**src/rtl/div_unit_pkg.sv**
```systemverilog
// Shared definitions for the iterative divider: FSM state encoding and
// the fill bit used for the divide-by-zero result.
package div_unit_pkg;

   typedef enum logic [1:0] {
      DIV_IDLE    = 2'd0,
      DIV_DIVZERO = 2'd1,
      DIV_ON      = 2'd2,
      DIV_END     = 2'd3
   } div_state_e;

   // Replicated across both result halves on a divide-by-zero.
   localparam logic DIV_ZERO_RESULT = 1'b0;

endpackage

```
**src/rtl/div_unit_step.sv**
```systemverilog
// One restoring-division step: shift {rem,quo} left, try rem - b, and keep
// the difference when it does not borrow.
module div_step #(
   parameter int unsigned WIDTH = 32
) (
   input  logic [2*WIDTH-1:0] remquo,
   input  logic [WIDTH-1:0]   b,
   output logic [2*WIDTH-1:0] remquo_nx
);

   logic [WIDTH:0] partial;
   logic [WIDTH:0] diff;
   logic           take;

   // The shifted remainder is WIDTH+1 bits; when its top bit is set it
   // exceeds any divisor, so the trial always succeeds and the low WIDTH
   // bits of the difference are exact modulo 2^WIDTH.
   always_comb begin
      partial   = remquo[2*WIDTH-1:WIDTH-1];
      diff      = {1'b0, partial[WIDTH-1:0]} - {1'b0, b};
      take      = partial[WIDTH] | ~diff[WIDTH];
      remquo_nx = take ? {diff[WIDTH-1:0], remquo[WIDTH-2:0], 1'b1}
                       : {partial[WIDTH-1:0], remquo[WIDTH-2:0], 1'b0};
   end

endmodule

```
**src/rtl/div_unit.sv**
```systemverilog
// Iterative restoring divider for DIV/DIVU: one quotient bit per cycle,
// result = {remainder, quotient}, busy stalls the pipeline while working.
module div_unit
   import div_unit_pkg::*;
#(
   parameter int unsigned WIDTH = 32
) (
   input  logic               clk,
   input  logic               rst,
   input  logic               start,
   input  logic               signed_div,
   input  logic               annul,
   input  logic [WIDTH-1:0]   opdata1,
   input  logic [WIDTH-1:0]   opdata2,
   output logic [2*WIDTH-1:0] result,
   output logic               ready,
   output logic               busy
);

   localparam int unsigned CW = $clog2(WIDTH + 1);

   div_state_e         state, state_nx;
   logic [CW-1:0]      cnt;
   logic [2*WIDTH-1:0] remquo, remquo_nx;
   logic [WIDTH-1:0]   b_mag, a_mag_in, b_mag_in, quo_fix, rem_fix;
   logic               neg_q, neg_r;
   logic               accept, last;

   assign accept   = (state == DIV_IDLE) & start & ~annul;
   assign last     = (cnt == CW'(WIDTH - 1));
   assign a_mag_in = (signed_div && opdata1[WIDTH-1]) ? -opdata1 : opdata1;
   assign b_mag_in = (signed_div && opdata2[WIDTH-1]) ? -opdata2 : opdata2;
   assign quo_fix  = neg_q ? -remquo_nx[WIDTH-1:0] : remquo_nx[WIDTH-1:0];
   assign rem_fix  = neg_r ? -remquo_nx[2*WIDTH-1:WIDTH] : remquo_nx[2*WIDTH-1:WIDTH];

   div_step #(.WIDTH(WIDTH)) u_step (
      .remquo   (remquo),
      .b        (b_mag),
      .remquo_nx(remquo_nx)
   );

   always_ff @(posedge clk or negedge rst) begin
      if (!rst) state <= DIV_IDLE;
      else      state <= state_nx;
   end

   always_comb begin
      state_nx = state;
      ready    = 1'b0;
      busy     = 1'b0;
      case (state)
         DIV_IDLE: begin
            if (accept) begin
               busy     = 1'b1;
               state_nx = (opdata2 == '0) ? DIV_DIVZERO : DIV_ON;
            end
         end
         DIV_DIVZERO: begin
            busy     = 1'b1;
            state_nx = annul ? DIV_IDLE : DIV_END;
         end
         DIV_ON: begin
            busy = 1'b1;
            if (annul)     state_nx = DIV_IDLE;
            else if (last) state_nx = DIV_END;
         end
         DIV_END: begin
            ready = 1'b1;
            if (annul || !start) state_nx = DIV_IDLE;
         end
         default: state_nx = DIV_IDLE;
      endcase
      busy = busy & rst;
   end

   // Annul wins over completion, so result only loads when annul is low.
   always_ff @(posedge clk or negedge rst) begin
      if (!rst) begin
         cnt    <= '0;
         remquo <= '0;
         b_mag  <= '0;
         neg_q  <= 1'b0;
         neg_r  <= 1'b0;
         result <= '0;
      end else if (accept) begin
         cnt    <= '0;
         remquo <= {{WIDTH{1'b0}}, a_mag_in};
         b_mag  <= b_mag_in;
         neg_q  <= signed_div & (opdata1[WIDTH-1] ^ opdata2[WIDTH-1]);
         neg_r  <= signed_div & opdata1[WIDTH-1];
      end else if (state == DIV_ON && !annul) begin
         remquo <= remquo_nx;
         cnt    <= cnt + CW'(1);
         if (last) result <= {rem_fix, quo_fix};
      end else if (state == DIV_DIVZERO && !annul) begin
         result <= {(2*WIDTH){DIV_ZERO_RESULT}};
      end
   end

endmodule
```
**config.mk**
```make
export PLATFORM = sky130hd
export DESIGN_NAME = div_unit
export DESIGN_NICKNAME = d
export VERILOG_FILES = /design/src/rtl/div_unit_pkg.sv /design/src/rtl/div_unit_step.sv /design/src/rtl/div_unit.sv
export SDC_FILE = /design/constraint.sdc
export NUM_CORES = 1
export LEC_CHECK = 0
export CAP_MARGIN = 15
export CORE_ASPECT_RATIO = 1.25
export CORE_MARGIN = 2
export CORE_UTILIZATION = 45
export CTS_BUF_LIST = sky130_fd_sc_hd__clkbuf_2
export DETAILED_ROUTE_END_ITERATION = 7
export PLACE_DENSITY = 0.65
export SYNTH_ARGS = -nofsm -noshare
export SYNTH_HDL_FRONTEND = slang
export SYNTH_SLANG_ARGS = --single-unit
```
**constraint.sdc**
```tcl
create_clock -name clk -period 5.7 [get_ports clk]
set_clock_uncertainty 0.05 [all_clocks]
set_input_delay 0.57 -clock clk [delete_from_list [all_inputs] [get_ports clk]]
set_output_delay 0.57 -clock clk [all_outputs]
set_load 0.005 [all_outputs]
```
## Word level (Yosys, flattened, before mapping)

Cells that the tools add are included.

| operators by class | value |
|---|---|
| $add $sub $neg | 6 |
| equal/unequal tests | 8 |
| mux-type cells | 22 |
| bitwise operators | 10 |
| reductions and logical operators | 14 |

Operators by type and width:

| kind | number |
|---|---|
| $mux W64 | 6 |
| $mux W32 | 4 |
| $neg A32 Y32 | 4 |
| $sub A32 B32 Y33 | 1 |
| $logic_not A32 Y1 | 1 |
| $mux W2 | 6 |
| $mux W6 | 2 |
| $pmux W2 S4 | 1 |
| $add A6 B1 Y6 const B | 1 |
| $eq A6 B5 Y1 const B | 1 |
| $ne A2 B2 Y1 const B | 3 |
| $reduce_and A3 Y1 | 2 |
| $and A1 B1 Y1 | 5 |
| $eq A2 B2 Y1 const B | 2 |
| $logic_and A1 B1 Y1 | 4 |
| $reduce_bool A2 Y1 | 2 |
| $ne A3 B3 Y1 const B | 1 |
| $not A1 Y1 | 3 |
| $eq A2 B1 Y1 const B | 1 |
| $logic_not A1 Y1 | 2 |
| $logic_not A2 Y1 | 1 |
| $mux W1 | 2 |
| $pmux W1 S2 | 1 |
| $reduce_or A2 Y1 | 1 |
| other kinds (3) | 3 |

| storage, ports and cells | value |
|---|---|
| register bits after elaboration | 170 |
| bits of input ports | 69 |
| output and inout bits | 66 |
| word-level logic and storage cells | 67 |

## Longest topological paths before layout

Gate-level depths: netlist of run 1.

| logic depth | value |
|---|---|
| depth in word-level cells | 8 |
| depth in mapped cells | 20 |
| gate-level depth less buffers | 17 |

## Cells and area by module

Synthesis of run 1 repeated with hierarchy kept, for this count alone.

| second synthesis, totals | value |
|---|---|
| cells, all modules | 1459 |
| area total of the unflattened synthesis | 11702.5 um^2 |

Modules (own cells, without submodules):

| module | instances | cells each | area each (um^2) | sequential area each (um^2) |
|---|---|---|---|---|
| div_unit | 1 | 1093 | 9351.5 | 4254.1 |
| div_step | 1 | 366 | 2351.0 | 0.0 |

## Worst setup path after synthesis of run 1

No wires, ideal clock.

| timing path | value |
|---|---|
| path type | reg-to-reg |
| from | reg remquo[34] |
| to | reg result[26] |
| setup time | 133 ps |
| arrival | 4474 ps |
| required time | 5517 ps |
| path slack | 1043 ps |
| stages on the path, launching flop included | 19 |
| path buffers | 3 |
| clock period less this slack | 4657 ps |
| cell sequence | dfrtp_1 -> ha_1 -> o211ai_1 -> a21o_1 -> a31oi_4 -> o31ai_4 -> o21ai_4 -> inv_2 -> buf_6 -> clkbuf_1 -> buf_1 -> ha_1 -> nand3b_1 -> or3_1 -> or4_1 -> or3_1 -> o31ai_1 -> xor2_1 -> o21ai_0 |

| on the way | value |
|---|---|
| longest elaborated chain between the ends | 8 |

Ends and longest elaborated chain:

| item | RTL line | text |
|---|---|---|
| start, declared | div_unit.sv:24 | `logic [2*WIDTH-1:0] remquo, remquo_nx;` |
| start signal, assigned | div_unit.sv:87 | `remquo <= {{WIDTH{1'b0}}, a_mag_in};` |
| start signal, assigned | div_unit.sv:92 | `remquo <= remquo_nx;` |
| $sub A32 B32 Y33 | div_unit_step.sv:20 | `diff = {1'b0, partial[WIDTH-1:0]} - {1'b0, b};` |
| $not A1 Y1 | div_unit_step.sv:21 | `take = partial[WIDTH] \| ~diff[WIDTH];` |
| $or A1 B1 Y1 | div_unit_step.sv:21 |  |
| $mux W64 | div_unit_step.sv:22 | `remquo_nx = take ? {diff[WIDTH-1:0], remquo[WIDTH-2:0], 1'b1}` |
| $neg A32 Y32 | div_unit.sv:33 | `assign quo_fix = neg_q ? -remquo_nx[WIDTH-1:0] : remquo_nx[WIDTH-1:0];` |
| $mux W32 | div_unit.sv:33 |  |
| $mux W64 | div_unit.sv:94 | `if (last) result <= {rem_fix, quo_fix};` |
| $mux W64 | div_unit.sv:91 | `end else if (state == DIV_ON && !annul) begin` |
| end signal, assigned | div_unit.sv:94 |  |
| end signal, assigned | div_unit.sv:96 | `result <= {(2*WIDTH){DIV_ZERO_RESULT}};` |
| end, declared | div_unit.sv:15 | `output logic [2*WIDTH-1:0] result,` |

No other way between the ends. The select of a mux whose other input is x is not followed.
A chain may end at the register's enable or synchronous reset.

## Worst setup path in the final report of run 1

| timing path | value |
|---|---|
| from | reg remquo[34] |
| to | reg result[30] |

Same word-level chain as after synthesis.

==> metrics.md, run 1 <==
| Metric | Value |
|---|---|
| Status | completed |
| Reg2reg path depth | 15 |
| Final number of setup-violating endpoints | 0 |
| Max VDD drop | 390 uV |
| RSZ-0062 raised after global routing | no |
| FFs w/ async S/R, synth | 100% |
| IO Port Bufs | 134 |
| WS Path Type | reg2reg |
| Area Growth Syn to Fin | 14.7% |
| Via count | roughly 11000 |
| Syn nets | between 1500 and 2000 |
| Worst setup EP type | register |
| Drt pass-1 iters | 6 |
| Largest net degree at the start of global routing | between 100 and 150 |
| Synth Flop Type | dfrtp_1 |
| GRT overflow | 0 |
| Post-DR vias/cell | 5.74 |
| Reg2reg start | remquo[34]$_DFFE_PN0P_ |
| CTS tree | built |
| FF+latch count, synth | 170 |
| Residual DRC count | 0 |
| Root buf cell | clkbuf_2 |
| WP buf/inv | 1 |
| Cell Count, Final, Fillers Out | 1948 |
| Leakage | 5.68 nW |
| Mapped Cells | 1505 |
| Antenna-violating nets left | 0 |
| Die Ht | 188 um |
| Core Area | 0.0267 mm^2 |
| Critical Path AT | 5.18 ns |
| Yosys warns | 0 |
| Final Hold Vio Count | 0 |
| Synth cell types | 92 |
| Crit path max-delay cell type | dfrtp_1 |
| Placer Congestion | 0.908 |
| CP startpoint kind | register |
| Clock latency on the worst-skew pair | 0.81 ns |
| Initial core utilization | 45.5% |
| Final net count | 1701 |
| Commonest non-fill, non-tap cell in the layout | nand2_1 |
| H-tree depth | 4 |
| FMAX | 220 MHz |
| Worst slew margin relative to its limit | 31.2% |
| Sequential share of the synthesized area | 35.1% |
| Fillers | 2609 |
| CP required | 6.35 ns |
| GRT Total Usage | 25.9% |
| Most frequent cells in the layout | nand2_1, dfrtp_1, o21ai_0 |
| Global-route wire length before repair | just under 60000 um |
| Setup slack after layout | 1.16 ns |
| Io pins | 135 |
| Cts repair resizes | 0 |
| Syn Area/Cell | just over 8 um^2 |
| Slew @ Worst Pin | around 1.0 ns |
| Post-Syn Area | 0.0121 mm^2 |
| Full die area | 0.0283 mm^2 |
| Total CTS buffers | 17 |
| Tightest Hold Check Type | in2async |
| Total routed wirelength | around 36000 um |
| Setup WS pre-CTS | 1.24 ns |
| Max incr delay on CP | 0.52 ns |
| CP top delay family | compound AO/OA/AOI/OAI gates |
| Setup Fix Bufs, Post-CTS | 0 |
| Final Cycle Share | 79.6% |
| FP Rows | 67 |
| Maximum clock path buffer count | 2 |
| Power Dens Cells | about 640 mW/mm^2 |
| Worst path cell trace | ha_1 -> o211ai_1 -> a21o_1 -> a31oi_4 -> o31ai_4 -> o21ai_4 -> inv_2 -> ha_1 -> nand3b_1 -> or3_1 -> or4_1 -> or3_1 -> o21ai_0 -> xor2_1 -> o21ai_0 |
| Placed Cells | 1915 |
| Maxcap violations | 0 |
| Clock-pin slew on the worst setup and hold paths | 0.31 ns |
| Drt wl/cell | 18.3 um |
| Reg-to-reg endpoint | result[30]$_DFFE_PN0P_ |
| Setup TNS | 0 ns |
| Vias in the first global route | between 10000 and 15000 |
| DRT iter0 DRCs | 748 |
| Fin crit period | 4.54 ns |
| Die Wd | roughly 150 um |
| Initial antenna violation count | 1 |
| Post-DP HPWL | 26600 um |
| R2r setup slk | 1.16 ns |
| Worst Path Max Fanout | 8 |
| Post-synth EDFFs | 0 |
| Clk sinks | 170 |
| Share of cells above drive strength 1 | about 5.2% |
| Reg area | about 0.0043 mm^2 |
| Pins Over Slew Limit | 0 |
| Multi-input logic area | 0.00735 mm^2 |
cell type report:
type	instances	share of cell area, %
multi-input cells	1200	52.8
flip-flops and latches	170	30.6
repair buffers	145	10.3
well taps	345	3.10
inverters	56	1.51
clock inverters	14	1.10
clock buffers	17	0.612
diodes	1	0.0180
state kept, by name, indices dropped and copies added (netlist names):
register	count
result	64
neg_q	1
state	2
remquo	64
b_mag	32
cnt	6
neg_r	1
power breakdown:
part | switching, W | internal [W] | leakage, nW
Combinational | 0.00391 | 0.00229 | 3.35
Clock | 0.000508 | 0.000179 | 0.143
Sequential | 0.000465 | 0.00157 | 2.19
Total | 0.00489 | 0.00403 | 5.68
cell usage after synthesis, types with 3 or more instances:
cell	n	share of area [%]
a32o_1	3	0.25
a31oi_1	38	2.0
nand2_1	245	7.6
o31ai_1	20	1.2
a211oi_1	35	2.2
buf_2	11	0.45
nor2b_1	4	0.21
o21ai_0	148	6.1
dfrtp_1	170	35
inv_1	54	1.7
o41ai_2	4	0.54
nor4_1	13	0.67
nor3b_1	4	0.25
nor3_1	31	1.3
o21ai_1	11	0.45
or4_1	13	0.80
a21o_1	9	0.56
or2_2	5	0.26
and3_1	6	0.31
nor4_2	3	0.31
nand2b_1	14	0.72
xnor2_1	68	4.9
or3_1	20	1.0
o31a_1	5	0.36
nor2_1	147	4.5
a21oi_1	82	3.4
nand3b_1	4	0.25
clkbuf_1	57	1.8
o211ai_1	10	0.62
o21a_1	9	0.56
and2_1	10	0.52
buf_6	3	0.28
nand3_1	30	1.2
buf_1	6	0.19
nand4_1	8	0.41
mux2i_1	18	1.5
o41ai_1	10	0.72
a21oi_2	3	0.22
a41o_1	3	0.25
xor2_1	70	5.1
a22o_1	3	0.22
ha_1	41	4.2
metal layers:
layer,GRT usage (%),wire (um)
met1,30.7,14300
met2,46.8,18800
met3,3.28,1250
met4,10.5,1420
met5,0,0
kinds of logic after synthesis:
family / after synthesis / share of synthesized area (%)
XOR/XNOR: 138 / 9.96
AND/OR/NAND/NOR: 569 / 21.3
buffers and inverters: 135 / 4.54
multiplexers: 19 / 1.58
AO/OA/AOI/OAI: 432 / 23.2
flip-flops: 170 / 35.1
adder cells (fa/ha/maj): 42 / 4.39
worst max-delay path by stage:
stage | cells past startpoint | slack, ns | end | from
4_1_cts | 17 | 1.18 | result[62]$_DFFE_PN0P_ | remquo[31]$_DFFE_PN0P_
3_3_place_gp | 17 | 1.34 | result[26]$_DFFE_PN0P_ | remquo[31]$_DFFE_PN0P_
3_5_place_dp | 17 | 1.24 | result[62]$_DFFE_PN0P_ | remquo[31]$_DFFE_PN0P_
2_1_floorplan | 18 | 1.04 | result[26]$_DFFE_PN0P_ | remquo[34]$_DFFE_PN0P_
6_report | 15 | 1.16 | result[30]$_DFFE_PN0P_ | remquo[34]$_DFFE_PN0P_
5_1_grt | 17 | 0.84 | result[58]$_DFFE_PN0P_ | remquo[31]$_DFFE_PN0P_
timing repair:
action	4_1_cts	5_1_grt
endpoints found under the setup margin	0	0
hold buffers	1	0
endpoints found under the hold margin	98	0
metrics by stage:
step	util (%)	area [um^2]	hold WS (ns)	power, W
final	52.2	13900	0.306	0.00892
after global routing	52.2	13900	0.342	0.00970
after CTS	52.2	13900	0.312	0.00890
after detailed placement	51.2	13700	0.419	0.00819
after global placement	51.2	13700	0.412	0.00814
after floorplan	-	12100	0.224	0.00658
Power figures use the tool's default switching activity.
==> run 2: changes to the inputs <==
--- a/config.mk
+++ b/config.mk
@@ -11,7 +11,7 @@
 export CORE_UTILIZATION = 45
 export CTS_BUF_LIST = sky130_fd_sc_hd__clkbuf_2
 export DETAILED_ROUTE_END_ITERATION = 7
-export PLACE_DENSITY = 0.65
+export PLACE_DENSITY = 0.68
 export SYNTH_ARGS = -nofsm -noshare
 export SYNTH_HDL_FRONTEND = slang
 export SYNTH_SLANG_ARGS = --single-unit
==> constraint.sdc (replaced) <==
create_clock -name clk -period 3.7 [get_ports clk]
set_clock_uncertainty 0.05 [all_clocks]
set_input_delay 0.37 -clock clk [delete_from_list [all_inputs] [get_ports clk]]
set_output_delay 0.37 -clock clk [all_outputs]
set_load 0.005 [all_outputs]
==> run 2 against run 1 <==
The run now ends with negative setup slack left. First-iteration DRC count is 20% lower. Count of clock-buffer cells in the layout stayed put. Register-to-register slack worse by 1.3 ns. Via count is 7.3% higher. Final cell count is 8.5% higher. Routed wire length is 6.0% higher. Highest routed layer unchanged.
==> metrics.md, run 2 (synthesized netlist as in run 1, its figures left out) <==
| Metric | Value |
|---|---|
| Status | complete, but fails checks |
| Failing checks | negative setup slack |
| Final number of setup-violating endpoints | 11 (+11) |
| Final core utilization | 58.8% (+6.6 points) |
| Residual DRC count | 0 (unchanged) |
| WP buf/inv | 2 (+1) |
| Setup WS pre-CTS | -0.209 ns (-1.45 ns) |
| Max VDD drop | 548 uV (+41%) |
| Drt pass-1 iters | 7 (+1) |
| CP required | 4.40 ns (-1.95 ns) |
| DRT iter0 DRCs | 599 (-20%) |
| Total CTS buffers | 17 (unchanged) |
| Placed Cells | 2062 (+7.7%) |
| Die Wd | 151 um (unchanged) |
| Vias in the first global route | 12100 (+9.2%) |
| Reg-to-reg endpoint | result[26]$_DFFE_PN0P_ |
| GRT overflow | 0 (unchanged) |
| Hold Path End | remquo[0]$_DFFE_PN0P_ |
| Initial antenna violation count | 1 (unchanged) |
| Antenna-violating nets left | 0 (unchanged) |
| Worst setup EP type | register |
| Post-DP HPWL | 28700 um (+8.0%) |
| Full die area | 0.0283 mm^2 (unchanged) |
| Met1 Track Usage GR | 30.5% (-0.28 points) |
| Cell Count, Final, Fillers Out | 2113 (+8.5%) |
| Top flop regs | remquo: 64 flops, result: 64 flops, b_mag: 32 flops |
| Largest net degree at the start of global routing | 171 (+69%) |
| Global-route wire length before repair | 60900 um (+5.1%) |
| Post-DR vias/cell | 5.68 (-1.0%) |
| Drt wl/cell | 17.9 um (-2.3%) |
| Placer Congestion | 0.917 (+1.0%) |
| Die Ht | 188 um (unchanged) |
| Clk sinks | 170 (unchanged) |
| Worst slew margin relative to its limit | 34.2% (+3.0 points) |
| Root buf cell | clkbuf_2 |
| Maxcap violations | 0 (unchanged) |
| Share of cells above drive strength 1 | 17.3% (+12 points) |
| CP startpoint kind | register |
| Via count | 12000 (+7.3%) |
| Tightest Hold Check Type | in2reg |
| Final Cycle Share | 103% (+24 points) |
| IO Port Bufs | 134 (unchanged) |
| GRT Total Usage | 27.3% (+1.3 points) |
| H-tree depth | 4 (unchanged) |
| FMAX | 261 MHz (+19%) |
| Maximum clock path buffer count | 2 (unchanged) |
| Hold_ws | 0.0971 ns (-0.209 ns) |
| Top Usage Layer GRT | met2 |
| Power Dens Cells | 1070 mW/mm^2 (+67%) |
| Leakage | 6.60 nW (+16%) |
| WS Path Type | reg2reg |
| Initial core utilization | 45.5% (unchanged) |
| Reg2reg start | remquo[31]$_DFFE_PN0P_ |
| Met3 usage in global routing | 4.18% (+0.90 points) |
| Total routed wirelength | 37900 um (+6.0%) |
| RSZ-0062 raised after global routing | yes |
| Io pins | 135 (unchanged) |
| Final net count | 1864 (+9.6%) |
| FP Rows | 67 (unchanged) |
| Critical Path AT | 4.53 ns (-0.65 ns) |
| Clock-pin slew on the worst setup and hold paths | 0.29 ns (-0.02 ns) |
| Crit path max-delay cell type | dfrtp_1 |
| Worst Path Max Fanout | 4 (-4) |
| Clock latency on the worst-skew pair | 0.84 ns (+0.03 ns) |
| R2r setup slk | -0.13 ns (-1.29 ns) |
| Hold Path Depth | 3 |
| Worst path cell trace | inv_1 -> ha_2 -> fa_2 -> nand2b_4 -> a21o_4 -> a31oi_4 -> o31ai_4 -> o21ai_4 -> inv_2 -> ha_4 -> nand3b_1 -> or3_4 -> or4_4 -> or3_4 -> o31ai_4 -> xor2_1 -> o21ai_1 |
| Fin crit period | 3.83 ns (-0.708 ns) |
| CP top delay family | simple AND/OR/NAND/NOR gates |
| Slew @ Worst Pin | 0.987 ns (-0.0449 ns) |
| Most frequent cells in the layout | nand2_1, dfrtp_1, buf_4 |
| GR Layer Usage met2 | 49.6% (+2.8 points) |
| Final Hold Vio Count | 0 (unchanged) |
| Max incr delay on CP | 0.45 ns (-0.07 ns) |
| Commonest non-fill, non-tap cell in the layout | nand2_1 |
| Area Growth Syn to Fin | 29.2% |
| Core Area | 0.0267 mm^2 (unchanged) |
| Hold Path Origin | opdata1[0] |
| CTS tree | built |
| Pins Over Slew Limit | 0 (unchanged) |
| Setup slack after layout | -0.128 ns (-1.29 ns) |
| Reg2reg path depth | 17 (+2) |
==> run 2: cell types whose count changed in the layout (fill, tap and decap cells not counted), sizes merged <==
cell    previous run  this run
buf               11       174
clkinv             3         6
inv               65        63
diode              1         2
==> run 2: how the worst max path moves through the flow <==
stage,from,to,slack [ns],depth (start not counted)
3_3_place_gp,remquo[52]$_DFFE_PN0P_,result[26]$_DFFE_PN0P_,-0.12,15
2_1_floorplan,remquo[37]$_DFFE_PN0P_,result[26]$_DFFE_PN0P_,-0.40,19
6_report,remquo[31]$_DFFE_PN0P_,result[26]$_DFFE_PN0P_,-0.13,17
3_5_place_dp,remquo[52]$_DFFE_PN0P_,result[26]$_DFFE_PN0P_,-0.21,15
5_1_grt,remquo[31]$_DFFE_PN0P_,result[26]$_DFFE_PN0P_,-0.25,17
4_1_cts,remquo[31]$_DFFE_PN0P_,result[62]$_DFFE_PN0P_,-0.12,17
==> run 2: power breakdown <==
group	switching (W)	leakage, nW	total, W	internal (W)
sequential	0.000632	2.19	0.00305	0.00242
combinational	0.00713	4.26	0.0127	0.00556
clock	0.000781	0.147	0.00106	0.000274
total	0.00854	6.60	0.0168	0.00825
==> run 2: what timing repair did <==
| action | CTS | global route |
|---|---|---|
| gates resized for setup | 18 | 76 |
| hold endpoints to repair | 170 | 0 |
| buffers inserted | 5 | 10 |
| setup endpoints to repair | 27 | 35 |
| hold buffers | 1 | 0 |
| pin swaps | 15 | 32 |
==> run 2: cell type report <==
| cell class | count | area (um^2) |
|---|---|---|
| sequential | 170 | 4260 |
| clock inverter | 15 | 156 |
| tap | 345 | 432 |
| multi-input combinational | 1200 | 7800 |
| fill | 2424 | 11000 |
| antenna | 2 | 5.00 |
| inverter | 56 | 210 |
| clock buffer | 17 | 85.1 |
| timing repair buffer | 308 | 2730 |
==> run 2: layer usage <==
layer  share of wire (%)  wire (um)  vias up
met4                 5.8       2200        0
met3                 4.0       1530      111
met1                  38      14600     5692
met2                  52      19600      366
met5                   0          0        -
li1                    -          -     5838
==> run 2: metrics by stage <==
step | setup TNS [ns] | instance area, um^2 | power [W]
after floorplan | -2.59 | 12300 | 0.0103
after global placement | -0.417 | 14900 | 0.0147
after detailed placement | -1.60 | 14900 | 0.0148
after CTS | -0.486 | 15300 | 0.0160
after global routing | -3.24 | 15700 | 0.0182
final | -0.531 | 15700 | 0.0168
==> run 2: worst min-delay path: stages <==
cell and delay [ns]:
clkdlybuf4s50_1 0.42, inv_1 0.11, o21ai_0 0.09
==> run 3: changes to the inputs <==
--- a/config.mk
+++ b/config.mk
@@ -12,6 +12,7 @@
 export CTS_BUF_LIST = sky130_fd_sc_hd__clkbuf_2
 export DETAILED_ROUTE_END_ITERATION = 7
 export PLACE_DENSITY = 0.68
+export SETUP_SLACK_MARGIN = 0.15
 export SYNTH_ARGS = -nofsm -noshare
 export SYNTH_HDL_FRONTEND = slang
 export SYNTH_SLANG_ARGS = --single-unit
==> run 3 against run 2 <==
The run still ends with negative setup slack left. Combinational power up 9%. Die area stayed put. Routed wire length increased by 3.5%. Core utilization increased by 1.6 points. Final cell count rose by 0.80%. Sequential share of layout area down 0.69 points. First-iteration DRC count grew 9.2%. Worst hold slack better by 0.020 ns. Final area grew 2.7%. Non-clock buffer count grew 18. Power increased by 7.9%. Via count increased by 2.2%. Largest cell class unchanged. Highest routed layer unchanged.
==> metrics.md, run 3 (synthesized netlist as in run 1, its figures left out) <==
| Metric | Value |
|---|---|
| CTS tree | built |
| GRT Total Usage | 27.3% (about the same) |
| Residual DRC count | 0 (unchanged) |
| Post-DR vias/cell | 5.76 (+1.4%) |
| Vias in the first global route | 12100 (+0.15%) |
| Drt pass-1 iters | 6 (-1) |
| Setup TNS | -0.828 ns (-0.296 ns) |
| Initial antenna violation count | 1 (unchanged) |
| Commonest non-fill, non-tap cell in the layout | nand2_1 |
| Most frequent cells in the layout | nand2_1, buf_4, dfrtp_1 |
| Full die area | 0.0283 mm^2 (unchanged) |
| Antenna-violating nets left | 0 (unchanged) |
| IO Port Bufs | 134 (unchanged) |
| Post-DP HPWL | 28300 um (-1.5%) |
| Final number of setup-violating endpoints | 14 (+3) |
| Global-route wire length before repair | 61200 um (+0.39%) |
| Power Dens Cells | 1120 mW/mm^2 (+5.1%) |
| Final Hold Vio Count | 0 (unchanged) |
| Final net count | 1882 (+0.97%) |
| Area Growth Syn to Fin | 32.7% |
| Pins Over Slew Limit | 0 (unchanged) |
| Maximum clock path buffer count | 2 (unchanged) |
| CP required | 4.36 ns (-0.04 ns) |
| Status | complete, but fails checks |
| Failing checks | negative setup slack |
| Fin crit period | 3.81 ns (-0.0226 ns) |
| Largest net degree at the start of global routing | 171 (unchanged) |
| Setup slack after layout | -0.105 ns (+0.0226 ns) |
| Worst setup EP type | register |
| DRT iter0 DRCs | 654 (+9.2%) |
| Reg2reg path depth | 17 (unchanged) |
| Initial core utilization | 45.5% (unchanged) |
| Share of cells above drive strength 1 | 19.1% (+1.8 points) |
| Clk sinks | 170 (unchanged) |
| H-tree depth | 4 (unchanged) |
| Core Area | 0.0267 mm^2 (unchanged) |
| Drt wl/cell | 18.4 um (+2.7%) |
| Via count | 12300 (+2.2%) |
| Total routed wirelength | 39200 um (+3.5%) |
| Critical Path AT | 4.46 ns (-0.07 ns) |
| Slew @ Worst Pin | 1.05 ns (+0.0615 ns) |
| R2r setup slk | -0.11 ns (+0.02 ns) |
| Clock latency on the worst-skew pair | 0.84 ns (about the same) |
| Worst Path Max Fanout | 5 (+1) |
| Worst slew margin relative to its limit | 30.1% (-4.1 points) |
| Setup WS pre-CTS | -0.182 ns (+0.0273 ns) |
| Leakage | 6.78 nW (+2.8%) |
| Final core utilization | 60.4% (+1.6 points) |
| Root buf cell | clkbuf_2 |
| Final Cycle Share | 103% (-0.61 points) |
| Clock-pin slew on the worst setup and hold paths | 0.31 ns (+0.02 ns) |
| Maxcap violations | 0 (unchanged) |
| RSZ-0062 raised after global routing | yes |
| Die Ht | 188 um (unchanged) |
| Top flop regs | remquo: 64 flops, result: 64 flops, b_mag: 32 flops |
| Die Wd | 151 um (unchanged) |
| Total CTS buffers | 17 (unchanged) |
| Tightest Hold Check Type | in2async |
| FP Rows | 67 (unchanged) |
| Placer Congestion | 0.925 (+0.88%) |
| FMAX | 263 MHz (+0.59%) |
| Max VDD drop | 619 uV (+13%) |
| Io pins | 135 (unchanged) |
| WS Path Type | reg2reg |
| GRT overflow | 0 (unchanged) |
| CP startpoint kind | register |
-- run 3: cell count changes in the layout (fill, tap and decap cells not counted), sizes merged --
cell      previous run  this run
clkinv               6         5
clkinvlp             1         2
clkbuf              17        20
diode                2         1
buf                174       190
bufinv               1         3
inv                 63        60
-- run 3: repair_timing --
| item | CTS | global route |
|---|---|---|
| setup endpoints to repair | 31 | 40 |
| pin swaps | 38 | 29 |
| hold buffers | 1 | 0 |
| cloned | 0 | 2 |
| gates resized for setup | 71 | 74 |
| buffers inserted | 11 | 23 |
| hold endpoints to repair | 170 | 0 |
-- run 3: layout make-up --
class,count,area [um^2]
sequential,170,4260
clock inverter,14,189
timing repair buffer,326,2950
tap,345,432
antenna,1,2.50
clock buffer,18,90.1
multi-input combinational,1200,7960
fill,2399,10600
inverter,56,213
-- run 3: worst max-delay path, stage by stage (launching register included) --
cell and delay (ns):
dfrtp_1 0.44, inv_2 0.07, ha_4 0.16, fa_2 0.34, nand2b_4 0.15, a21o_4 0.22, buf_6 0.13, a31o_4 0.22
o211ai_1 0.19, o2111ai_2 0.19, nor4_2 0.34, buf_4 0.18, o2bb2ai_4 0.17, buf_4 0.18, a41oi_4 0.11, buf_4 0.19
xnor2_4 0.13, a22o_1 0.18
-- run 3: final timing paths --
path | start | to
worst max register to register | remquo[31]$_DFFE_PN0P_ | result[53]$_DFFE_PN0P_
worst max-delay path | remquo[31]$_DFFE_PN0P_ | result[53]$_DFFE_PN0P_
max in group asynchronous | rst | remquo[44]$_DFFE_PN0P_
worst min register to register | b_mag[20]$_DFFE_PN0P_ | b_mag[20]$_DFFE_PN0P_
worst min-delay path | rst | state[0]$_DFFE_PN0P_
min in group clk | opdata2[1] | b_mag[1]$_DFFE_PN0P_
-- run 3: power by group --
part / leakage (nW) / internal, W / switching [W] / total [W]
clock: 0.162 / 0.000401 / 0.000777 / 0.00118
sequential: 2.19 / 0.00242 / 0.000651 / 0.00307
combinational: 4.43 / 0.00623 / 0.00763 / 0.0139
total: 6.78 / 0.00905 / 0.00906 / 0.0181
-- run 3: through the flow --
stage	std cells	hold WS, ns	area [um^2]	power, W
2_1_floorplan	1505	0.0244	12300	0.0103
3_3_place_gp	2059	0.414	14900	0.0146
3_5_place_dp	2059	0.420	14900	0.0148
4_1_cts	2103	0.108	15500	0.0167
5_1_grt	2130	0.112	16100	0.0193
6_report	2130	0.117	16100	0.0181
-- run 3: routing by layer --
metal  track usage (%)  part of all wire [%]  up-vias
met1              31.0                    39     5922
met4              14.0                   5.6        0
met5                 0                     0        -
met3              3.99                   4.1      126
li1                  -                     -     5857
met2              48.9                    51      363
